`config.mk`:
```
export PLATFORM = sky130hd
export DESIGN_NAME = param_sync_fifo
export DESIGN_NICKNAME = d
export VERILOG_FILES = /design/src/rtl/fifo_pkg.sv /design/src/rtl/fifo_sdp_ram.sv /design/src/rtl/param_sync_fifo.sv
export SDC_FILE = /design/constraint.sdc
export NUM_CORES = 1
export LEC_CHECK = 0
export CAP_MARGIN = 20
export CORE_ASPECT_RATIO = 0.8
export CORE_MARGIN = 1.5
export CORE_UTILIZATION = 25
export CTS_BUF_LIST = sky130_fd_sc_hd__clkbuf_2
export CTS_CLUSTER_DIAMETER = 200
export DETAILED_ROUTE_END_ITERATION = 10
export RECOVER_POWER = 50
export SYNTH_ARGS = -nofsm -noshare
export SYNTH_HDL_FRONTEND = slang
export SYNTH_SLANG_ARGS = --single-unit
```
`constraint.sdc`:
```
create_clock -name clk -period 5.8 [get_ports clk]
set_input_delay 1.74 -clock clk [delete_from_list [all_inputs] [get_ports clk]]
set_output_delay 1.74 -clock clk [all_outputs]
set_load 0.01 [all_outputs]
```
`src/rtl/fifo_pkg.sv`:
```
// Shared definitions for the FIFO family: the read-mode selector used by every variant.
package fifo_pkg;

    // FIFO_STD: registered read, data appears one cycle after an accepted read.
    // FIFO_FWFT: head word is presented on data_out whenever the FIFO is not empty.
    typedef enum logic {
        FIFO_STD  = 1'b0,
        FIFO_FWFT = 1'b1
    } fifo_mode_e;

endpackage : fifo_pkg

```
`src/rtl/fifo_sdp_ram.sv`:
```
// Simple dual-port storage array: one synchronous write port, one asynchronous read port.
module fifo_sdp_ram #(
    parameter int DATA_WIDTH = 8,
    parameter int DEPTH      = 16,
    localparam int ADDR_WIDTH = $clog2(DEPTH)
) (
    input  logic                  clk,
    input  logic                  we_i,
    input  logic [ADDR_WIDTH-1:0] waddr_i,
    input  logic [DATA_WIDTH-1:0] wdata_i,
    input  logic [ADDR_WIDTH-1:0] raddr_i,
    output logic [DATA_WIDTH-1:0] rdata_o
);

    logic [DATA_WIDTH-1:0] mem_q [DEPTH];

    // Write port: store the word on an accepted write.
    // NOTE: the array has no reset on purpose; occupancy is tracked by the pointers, and a reset
    // on a memory prevents it from mapping onto RAM primitives.
    always_ff @(posedge clk) begin
        if (we_i) begin
            mem_q[waddr_i] <= wdata_i;
        end
    end

    assign rdata_o = mem_q[raddr_i];

endmodule : fifo_sdp_ram

```
`src/rtl/param_sync_fifo.sv`:
```
// Parametrised single-clock FIFO with FWFT/standard read mode, occupancy count,
// almost-full/almost-empty thresholds, sticky overflow/underflow and synchronous flush.
module param_sync_fifo
    import fifo_pkg::*;
#(
    parameter int         DATA_WIDTH = 8,
    parameter int         DEPTH      = 16,
    parameter fifo_mode_e MODE       = FIFO_FWFT,
    parameter int         AF_THRESH  = DEPTH - 2,
    parameter int         AE_THRESH  = 2,
    localparam int        PTR_WIDTH  = $clog2(DEPTH)
) (
    input  logic                  clk,
    input  logic                  wrst_n,
    input  logic                  flush,
    input  logic                  w_en,
    input  logic [DATA_WIDTH-1:0] data_in,
    input  logic                  r_en,
    output logic [DATA_WIDTH-1:0] data_out,
    output logic                  rd_valid,
    output logic                  full,
    output logic                  empty,
    output logic                  almost_full,
    output logic                  almost_empty,
    output logic [PTR_WIDTH:0]    count,
    output logic                  overflow,
    output logic                  underflow
);

    if (DEPTH < 2 || (DEPTH & (DEPTH - 1)) != 0) begin : g_bad_depth
        $error("param_sync_fifo: DEPTH must be a power of 2 and >= 2");
    end
    if (AF_THRESH < 1 || AF_THRESH > DEPTH) begin : g_bad_af
        $error("param_sync_fifo: AF_THRESH must lie in 1..DEPTH");
    end
    if (AE_THRESH < 0 || AE_THRESH > DEPTH - 1) begin : g_bad_ae
        $error("param_sync_fifo: AE_THRESH must lie in 0..DEPTH-1");
    end

    localparam logic [PTR_WIDTH:0] DEPTH_C = (PTR_WIDTH + 1)'(DEPTH);
    localparam logic [PTR_WIDTH:0] AF_C    = (PTR_WIDTH + 1)'(AF_THRESH);
    localparam logic [PTR_WIDTH:0] AE_C    = (PTR_WIDTH + 1)'(AE_THRESH);

    // Pointers carry one extra MSB so a full lap is distinguishable from no movement.
    logic [PTR_WIDTH:0]    wptr_q, wptr_d;
    logic [PTR_WIDTH:0]    rptr_q, rptr_d;
    logic [PTR_WIDTH:0]    count_q, count_d;
    logic                  full_q, full_d;
    logic                  empty_q, empty_d;
    logic                  af_q, af_d;
    logic                  ae_q, ae_d;
    logic                  overflow_q, overflow_d;
    logic                  underflow_q, underflow_d;
    logic                  rd_valid_q, rd_valid_d;
    logic [DATA_WIDTH-1:0] dout_q, dout_d;

    logic                  wr_acc;
    logic                  rd_acc;
    logic [DATA_WIDTH-1:0] ram_rdata;

    // A write into a full FIFO or a read from an empty one is refused rather than passed through.
    assign wr_acc = w_en && !full_q && !flush;
    assign rd_acc = r_en && !empty_q && !flush;

    fifo_sdp_ram #(
        .DATA_WIDTH (DATA_WIDTH),
        .DEPTH      (DEPTH)
    ) u_ram (
        .clk     (clk),
        .we_i    (wr_acc),
        .waddr_i (wptr_q[PTR_WIDTH-1:0]),
        .wdata_i (data_in),
        .raddr_i (rptr_q[PTR_WIDTH-1:0]),
        .rdata_o (ram_rdata)
    );

    // Next-state: advance pointers and count on accepted transfers, derive flags from the new count.
    // NOTE: every _d signal gets a default first so no path leaves it unassigned (no latches).
    always_comb begin
        wptr_d      = wptr_q;
        rptr_d      = rptr_q;
        count_d     = count_q;
        overflow_d  = overflow_q  | (w_en & full_q);
        underflow_d = underflow_q | (r_en & empty_q);
        rd_valid_d  = rd_acc;
        dout_d      = dout_q;

        if (wr_acc) begin
            wptr_d = wptr_q + 1'b1;
        end
        if (rd_acc) begin
            rptr_d = rptr_q + 1'b1;
            dout_d = ram_rdata;
        end
        unique case ({wr_acc, rd_acc})
            2'b10:   count_d = count_q + 1'b1;
            2'b01:   count_d = count_q - 1'b1;
            default: count_d = count_q;
        endcase

        if (flush) begin
            wptr_d      = '0;
            rptr_d      = '0;
            count_d     = '0;
            overflow_d  = 1'b0;
            underflow_d = 1'b0;
            rd_valid_d  = 1'b0;
            dout_d      = '0;
        end

        full_d  = (count_d == DEPTH_C);
        empty_d = (count_d == '0);
        af_d    = (count_d >= AF_C);
        ae_d    = (count_d <= AE_C);
    end

    // State register: asynchronous clear to the empty state, otherwise load next state.
    // NOTE: sequential state uses non-blocking assignments so every register samples pre-edge values.
    always_ff @(posedge clk or negedge wrst_n) begin
        if (!wrst_n) begin
            wptr_q      <= '0;
            rptr_q      <= '0;
            count_q     <= '0;
            full_q      <= 1'b0;
            empty_q     <= 1'b1;
            af_q        <= 1'b0;
            ae_q        <= 1'b1;
            overflow_q  <= 1'b0;
            underflow_q <= 1'b0;
            rd_valid_q  <= 1'b0;
            dout_q      <= '0;
        end else begin
            wptr_q      <= wptr_d;
            rptr_q      <= rptr_d;
            count_q     <= count_d;
            full_q      <= full_d;
            empty_q     <= empty_d;
            af_q        <= af_d;
            ae_q        <= ae_d;
            overflow_q  <= overflow_d;
            underflow_q <= underflow_d;
            rd_valid_q  <= rd_valid_d;
            dout_q      <= dout_d;
        end
    end

    // FWFT shows the head word directly (forced to zero while empty so stale memory never shows);
    // STD presents the word captured on the last accepted read.
    assign data_out     = (MODE == FIFO_FWFT) ? (empty_q ? '0 : ram_rdata) : dout_q;
    assign rd_valid     = (MODE == FIFO_FWFT) ? !empty_q : rd_valid_q;
    assign full         = full_q;
    assign empty        = empty_q;
    assign almost_full  = af_q;
    assign almost_empty = ae_q;
    assign count        = count_q;
    assign overflow     = overflow_q;
    assign underflow    = underflow_q;

endmodule : param_sync_fifo

```
== Yosys cells after proc, flatten, opt, wreduce, memory -nomap -nowiden ==
Memories as Yosys holds them, arrays and structs flattened.
Cells that the tools add are included.
Storage, ports and cells
  flip-flop bits (word level): 21
  memory bits (writable): 128
  input bits: 13
  output and inout bits: 20
  memories: 1
Operators by class
  add/sub/neg operators: 4
  magnitude comparators: 2
  eq/ne operators: 3
  multiplexer cells: 11
  bitwise gates (word level): 4
  reductions and logical operators: 10
Memory list
  u_ram.mem_q: depth 16, bits a word 8, read ports 1, clocked after Yosys merged registers in 0, write ports 1, line fifo_sdp_ram.sv:15  | logic [DATA_WIDTH-1:0] mem_q [DEPTH];
Operator list (number)
  $mux 5: 5
  $add 5x1->5 const B: 3
  $pmux 5 s2: 1
  $mux 8: 1
  $eq 5x5->1 const B: 1
  $ge 5x4->1 const B: 1
  $le 5x2->1 const B: 1
  $logic_not 5->1: 1
  $sub 5x1->5 const B: 1
  $logic_and 1x1->1: 4
  $mux 1: 4
  $reduce_bool 2->1: 2
  $logic_not 1->1: 3
  $and 1x1->1: 2
  $eq 2x1->1 const B: 1
  $eq 2x2->1 const B: 1
  $or 1x1->1: 2

== Depth between registers and ports, before layout ==
Gate-level depths: netlist (run 1).
  depth after elaboration: 7
  gate-level depth with buffers: 13

== Hierarchy ==
From an unflattened synthesis (run 1), not the netlist that was laid out.
Unflattened totals
  cells, all modules: 329
  area, all modules: 6103.4 µm²
By module, submodules not included
  fifo_sdp_ram: instances 1, cells an instance 221, area each 4987.3 µm², sequential area each 3843.7 µm²
  param_sync_fifo: instances 1, cells an instance 108, area each 1116.1 µm², sequential area each 478.0 µm²

== Least setup slack after synthesis (run 1) ==
Ideal clock, no wire load.
  kind: input -> register
  start point: in w_en
  end point: reg af_q, in the netlist almost_full
  library setup time: 0.110 ns
  arrival: 4.244 ns
  slack: 1.446 ns
  stages: 13
  path through: nor2b_1 -> nor2b_1 -> inv_1 -> ha_1 -> clkbuf_1 -> xor2_1 -> ha_1 -> or3b_2 -> o2111ai_1 -> a21oi_1 -> xnor2_1 -> or2_2 -> o41ai_1
Between the ends
  cells in the longest elaborated chain, start to end: 6
  elaborated cells on any way between the ends: 7
Ends and longest elaborated chain
  start, declared: line param_sync_fifo.sv:16  | input logic w_en,
  $logic_and 1x1->1 * (2 in a row): line param_sync_fifo.sv:62  | assign wr_acc = w_en && !full_q && !flush;
  $eq 2x1->1 / $eq 2x2->1 (equally long branches): line param_sync_fifo.sv:95  | unique case ({wr_acc, rd_acc})
  $pmux 5 s2 *: line param_sync_fifo.sv:95
  $mux 5 *: line param_sync_fifo.sv:101  | if (flush) begin
  $ge 5x4->1 *: line param_sync_fifo.sv:113  | af_d = (count_d >= AF_C);
  via af_d: line param_sync_fifo.sv:50  | logic af_q, af_d;
  end signal, assigned: line param_sync_fifo.sv:126  | af_q <= 1'b0;
  end signal, assigned: line param_sync_fifo.sv:138  | af_q <= af_d;
  end, declared: line param_sync_fifo.sv:50
Mark *: on every way through the listed nets, which the timed path passes. The rest lies on a longest branch.
A chain may end at the register's enable or synchronous reset.

== Worst setup path in the final report (run 1) ==
  start point: reg rptr_q[0]
  end point: out data_out[6]
Between the ends
  cells in the longest elaborated chain, start to end: 2
Ends and longest elaborated chain
  start, declared: line param_sync_fifo.sv:46  | logic [PTR_WIDTH:0] rptr_q, rptr_d;
  start signal, assigned: line param_sync_fifo.sv:134  | rptr_q <= rptr_d;
  $mem_v2 16x8
  $mux 8: line param_sync_fifo.sv:149  | assign data_out = (MODE == FIFO_FWFT) ? (empty_q ? '0 : ram_rdata) : dout_q;
  end, declared: line param_sync_fifo.sv:19  | output logic [DATA_WIDTH-1:0] data_out,
Every way passes these cells.

==> results of run 1 <==
[registers in the layout, indices dropped and copies added (netlist names)]
signal,cells
u_ram.mem_q,128
full,1
wptr_q,4
underflow,1
almost_full,1
overflow,1
almost_empty,1
count,5
empty,1
rptr_q,4
[cells by family (layout without fill, tap and decap cells)]
kind of cell    Yosys count  count (layout)  synth area share [%]
buf+inv                  24              79                 2.763
xor+xnor                 12              12                 1.719
mux                      42              42                 16.23
simple gates             67              67                 5.260
other cells               0               4                     0
flops                   147             147                 70.69
compound gates           16              16                 1.699
fa+ha+maj                 8               8                 1.637
[synth_stat cells (all sizes together) (6+ instances only)]
master / instances / area share [%]
a21oi: 7 / 0.57
dfrtp: 17 / 7.0
xnor2: 6 / 0.86
nor2: 31 / 1.9
mux4: 40 / 16
and2: 8 / 0.82
xor2: 6 / 0.86
clkbuf: 7 / 0.43
edfxtp: 128 / 63
inv: 6 / 0.37
nand2: 8 / 0.49
ha: 8 / 1.6
buf: 11 / 2.0
[critical path: cells and delay by family, from the launching register on]
kind | cells | cell delay [ns]
buf+inv | 2 | 0.81
flops | 1 | 0.82
mux | 2 | 1.05
simple gates | 1 | 0.18
[area by class of cell]
type / count / area, um2 / share of cell area, %
Multi-Input combinational cell: 145 / 1623 / 23.21
Clock inverter: 12 / 138.9 / 1.986
Tap cell: 312 / 390.4 / 5.583
Sequential cell: 147 / 4323 / 61.83
Antenna cell: 4 / 10.01 / 0.1432
Clock buffer: 20 / 100.1 / 1.432
Inverter: 6 / 22.52 / 0.3221
Timing Repair Buffer: 41 / 384.1 / 5.494
[through the flow]
step / util [%] / instance area [um2] / hold WS, ns / instances
final: 29.49 / 6992 / 0.5344 / 687
after global routing: 29.49 / 6992 / 0.5938 / 687
after CTS: 29.46 / 6985 / 0.5357 / 683
after detailed placement: 28.45 / 6746 / 0.4993 / 651
after global placement: 28.45 / 6746 / 0.4828 / 651
after floorplan: - / 6113 / 0.5263 / 316
[routing by layer]
| layer | GRT usage (%) | vias up | share of wire (%) |
|---|---|---|---|
| li1 | - | 1355 | - |
| met1 | 11.48 | 1553 | 42 |
| met2 | 17.91 | 72 | 53 |
| met3 | 4.020 | 8 | 4.6 |
| met4 | 3.184 | 0 | 0.59 |
| met5 | 0 | - | 0 |
[final timing paths]
| kind | end | start |
|---|---|---|
| setup / recovery | data_out[6] | rptr_q[0]$_DFFE_PN0P_ |
| hold / removal | underflow$_DFF_PN0_ | underflow$_DFF_PN0_ |
| setup reg to reg | almost_empty$_DFF_PN1_ | full$_DFF_PN0_ |
| hold reg to reg | underflow$_DFF_PN0_ | underflow$_DFF_PN0_ |
| max in group asynchronous | rptr_q[0]$_DFFE_PN0P_ | wrst_n |
| min in group asynchronous | full$_DFF_PN0_ | wrst_n |
[power by group through the flow]
stage          combinational, mW  clock [mW]  sequential [mW]
2_1_floorplan              0.117           0             1.20
3_3_place_gp               0.173           0             1.21
3_5_place_dp               0.179           0             1.21
4_1_cts                    0.179       0.599             1.19
5_1_grt                    0.189       0.640             1.19
6_report                   0.175       0.580             1.19
==> metrics.json, run 1 <==
{
  "yosys_register_bits": 147,
  "fin_ws_ns": 0.5103,
  "num-nets-final": 379,
  "final.period_utilization_pct": 91.20,
  "grt_util_all_layers_pct": 10.24,
  "outcome": "completed",
  "worstHoldPathType": "reg -> reg",
  "critPathMaxFanout": 21,
  "first_global_vias": 3114,
  "pin_count": 33,
  "cpMaxStageDelayCell": "dfrtp_2",
  "pwr_density_cell_mw_per_mm2": 277.4,
  "timing.critical_path.from_type": "flop",
  "fin_skew_ns": 0.02545,
  "drv_cap": 0,
  "count_of_endpoints_failing_setup_in_the_final_report": 0,
  "maximum_operating_frequency_mhz": 189.0,
  "setup_slack_on_the_worst_flop_to_flop_path_ns": 2.53,
  "post_synthesis_cell_type_count": 37,
  "postCtsResizedCells": 0,
  "setup_slack_at_placement_ns": 0.7327,
  "crit_path_cell_trace": "buf_4 > mux4_1 > mux4_2 > and2_1 > clkdlybuf4s50_1",
  "core-area_mm2": 0.02371,
  "clock_pin_slew_of_the_registers_on_the_worst_case_setup_and_hold_paths_ns": 0.18,
  "hold_violations": 0,
  "worstSkewPairLatency_ns": 0.69,
  "die_h_um": 142.9,
  "wire_per_inst_um": 17.63,
  "drt-pass1-iter-count": 5,
  "cts.path.max_buffers": 2,
  "final_common_cell": "edfxtp_1",
  "unrepaired_setup_endpoints_after_global_routing": "no",
  "totalNegativeSetupSlack_ns": 0,
  "mostFrequentLayoutCells": "128 x edfxtp_1, 31 x nor2_1, 22 x clkdlybuf4s50_1",
  "comb_power_share_pct": 9.0,
  "worst_ep_required_time_ns": 4.06,
  "final.fill_count": 2315,
  "layout-area-overhead-vs-synth_pct": 14.37,
  "die_area_mm2": 0.02541,
  "port_buffers": 32,
  "power.share.switching_pct": 22.83,
  "grt_antenna_before_repair": 4,
  "post-dp-hpwl_um": 7746,
  "internal-power_mw": 1.497,
  "syn-num-nets": 337,
  "finalPower_mw": 1.939,
  "netSwitchingPower_mw": 0.4428,
  "worstMarginPinSlew_ns": 1.047,
  "grt_pass1_wl_um": 18240,
  "initial_core_utilization_pct": 25.78,
  "clock_tree_from_tritoncts": "yes",
  "detail-route-antenna-nets": 0,
  "count_of_synthesis_stage_warnings_from_yosys": 0,
  "rows": 50,
  "pwr-share-clk_pct": 29.9,
  "critical_path_type": "reg -> out",
  "worstRegToRegCells": 12,
  "drc": 0,
  "cts_root_buf": "clkbuf_2",
  "crit_arrival_ns": 3.55,
  "grt_max_degree": 22,
  "dieWidth_um": 177.8,
  "numCtsBuffers": 17,
  "whs_path_depth": 2,
  "post-cts-setup-buffer-count": 0,
  "mean_instance_size_in_the_synthesized_netlist_um2": 19.35,
  "synth_cells": 316,
  "post-route-min-period_ns": 5.290,
  "dr_vias": 2988,
  "timing.critical_path.slowest_cell_delay_ns": 0.82,
  "synth-main-ff-cell": "edfxtp_1",
  "maxSlewViolCount": 0,
  "post_synth_instance_area_mm2": 0.006113,
  "cts.htree.levels": 4,
  "cts_num_sinks": 147,
  "ys_async_sr_fraction_pct": 12.93,
  "avg_vias_per_cell": 4.349,
  "edff_count_synth": 128,
  "post_route_cells_drive_above_1_share_pct": 16.98,
  "crit_path_end_kind": "primary output",
  "maxSlewHeadroom_pct": 29.91,
  "postCtsHoldBufs": 0,
  "part_of_the_total_power_dissipated_in_sequential_elements_pct": 61.1,
  "drtIter0Drc": 311,
  "synth.yosys.seq_area_share_pct": 70.69,
  "globalplace.congestion": 0.7641,
  "wl_um": 12110,
  "power.leakage_nw": 2.246,
  "grt_overflow_total": 0,
  "vdd_ir_drop_max_mv": 0.1076
}
No activity file was read; power rests on OpenSTA's default activity.
==> run 2: changes to the inputs <==
- CTS_CLUSTER_SIZE: not set -> 10
==> results of run 2 <==
Same layout as run 1: the final DEF is identical, and so are final timing and power.
==> run 3: changes to the inputs <==
- GPL_ROUTABILITY_DRIVEN: not set -> 0
==> results of run 3 <==
Same layout as run 1: the final DEF is identical, and so are final timing and power.
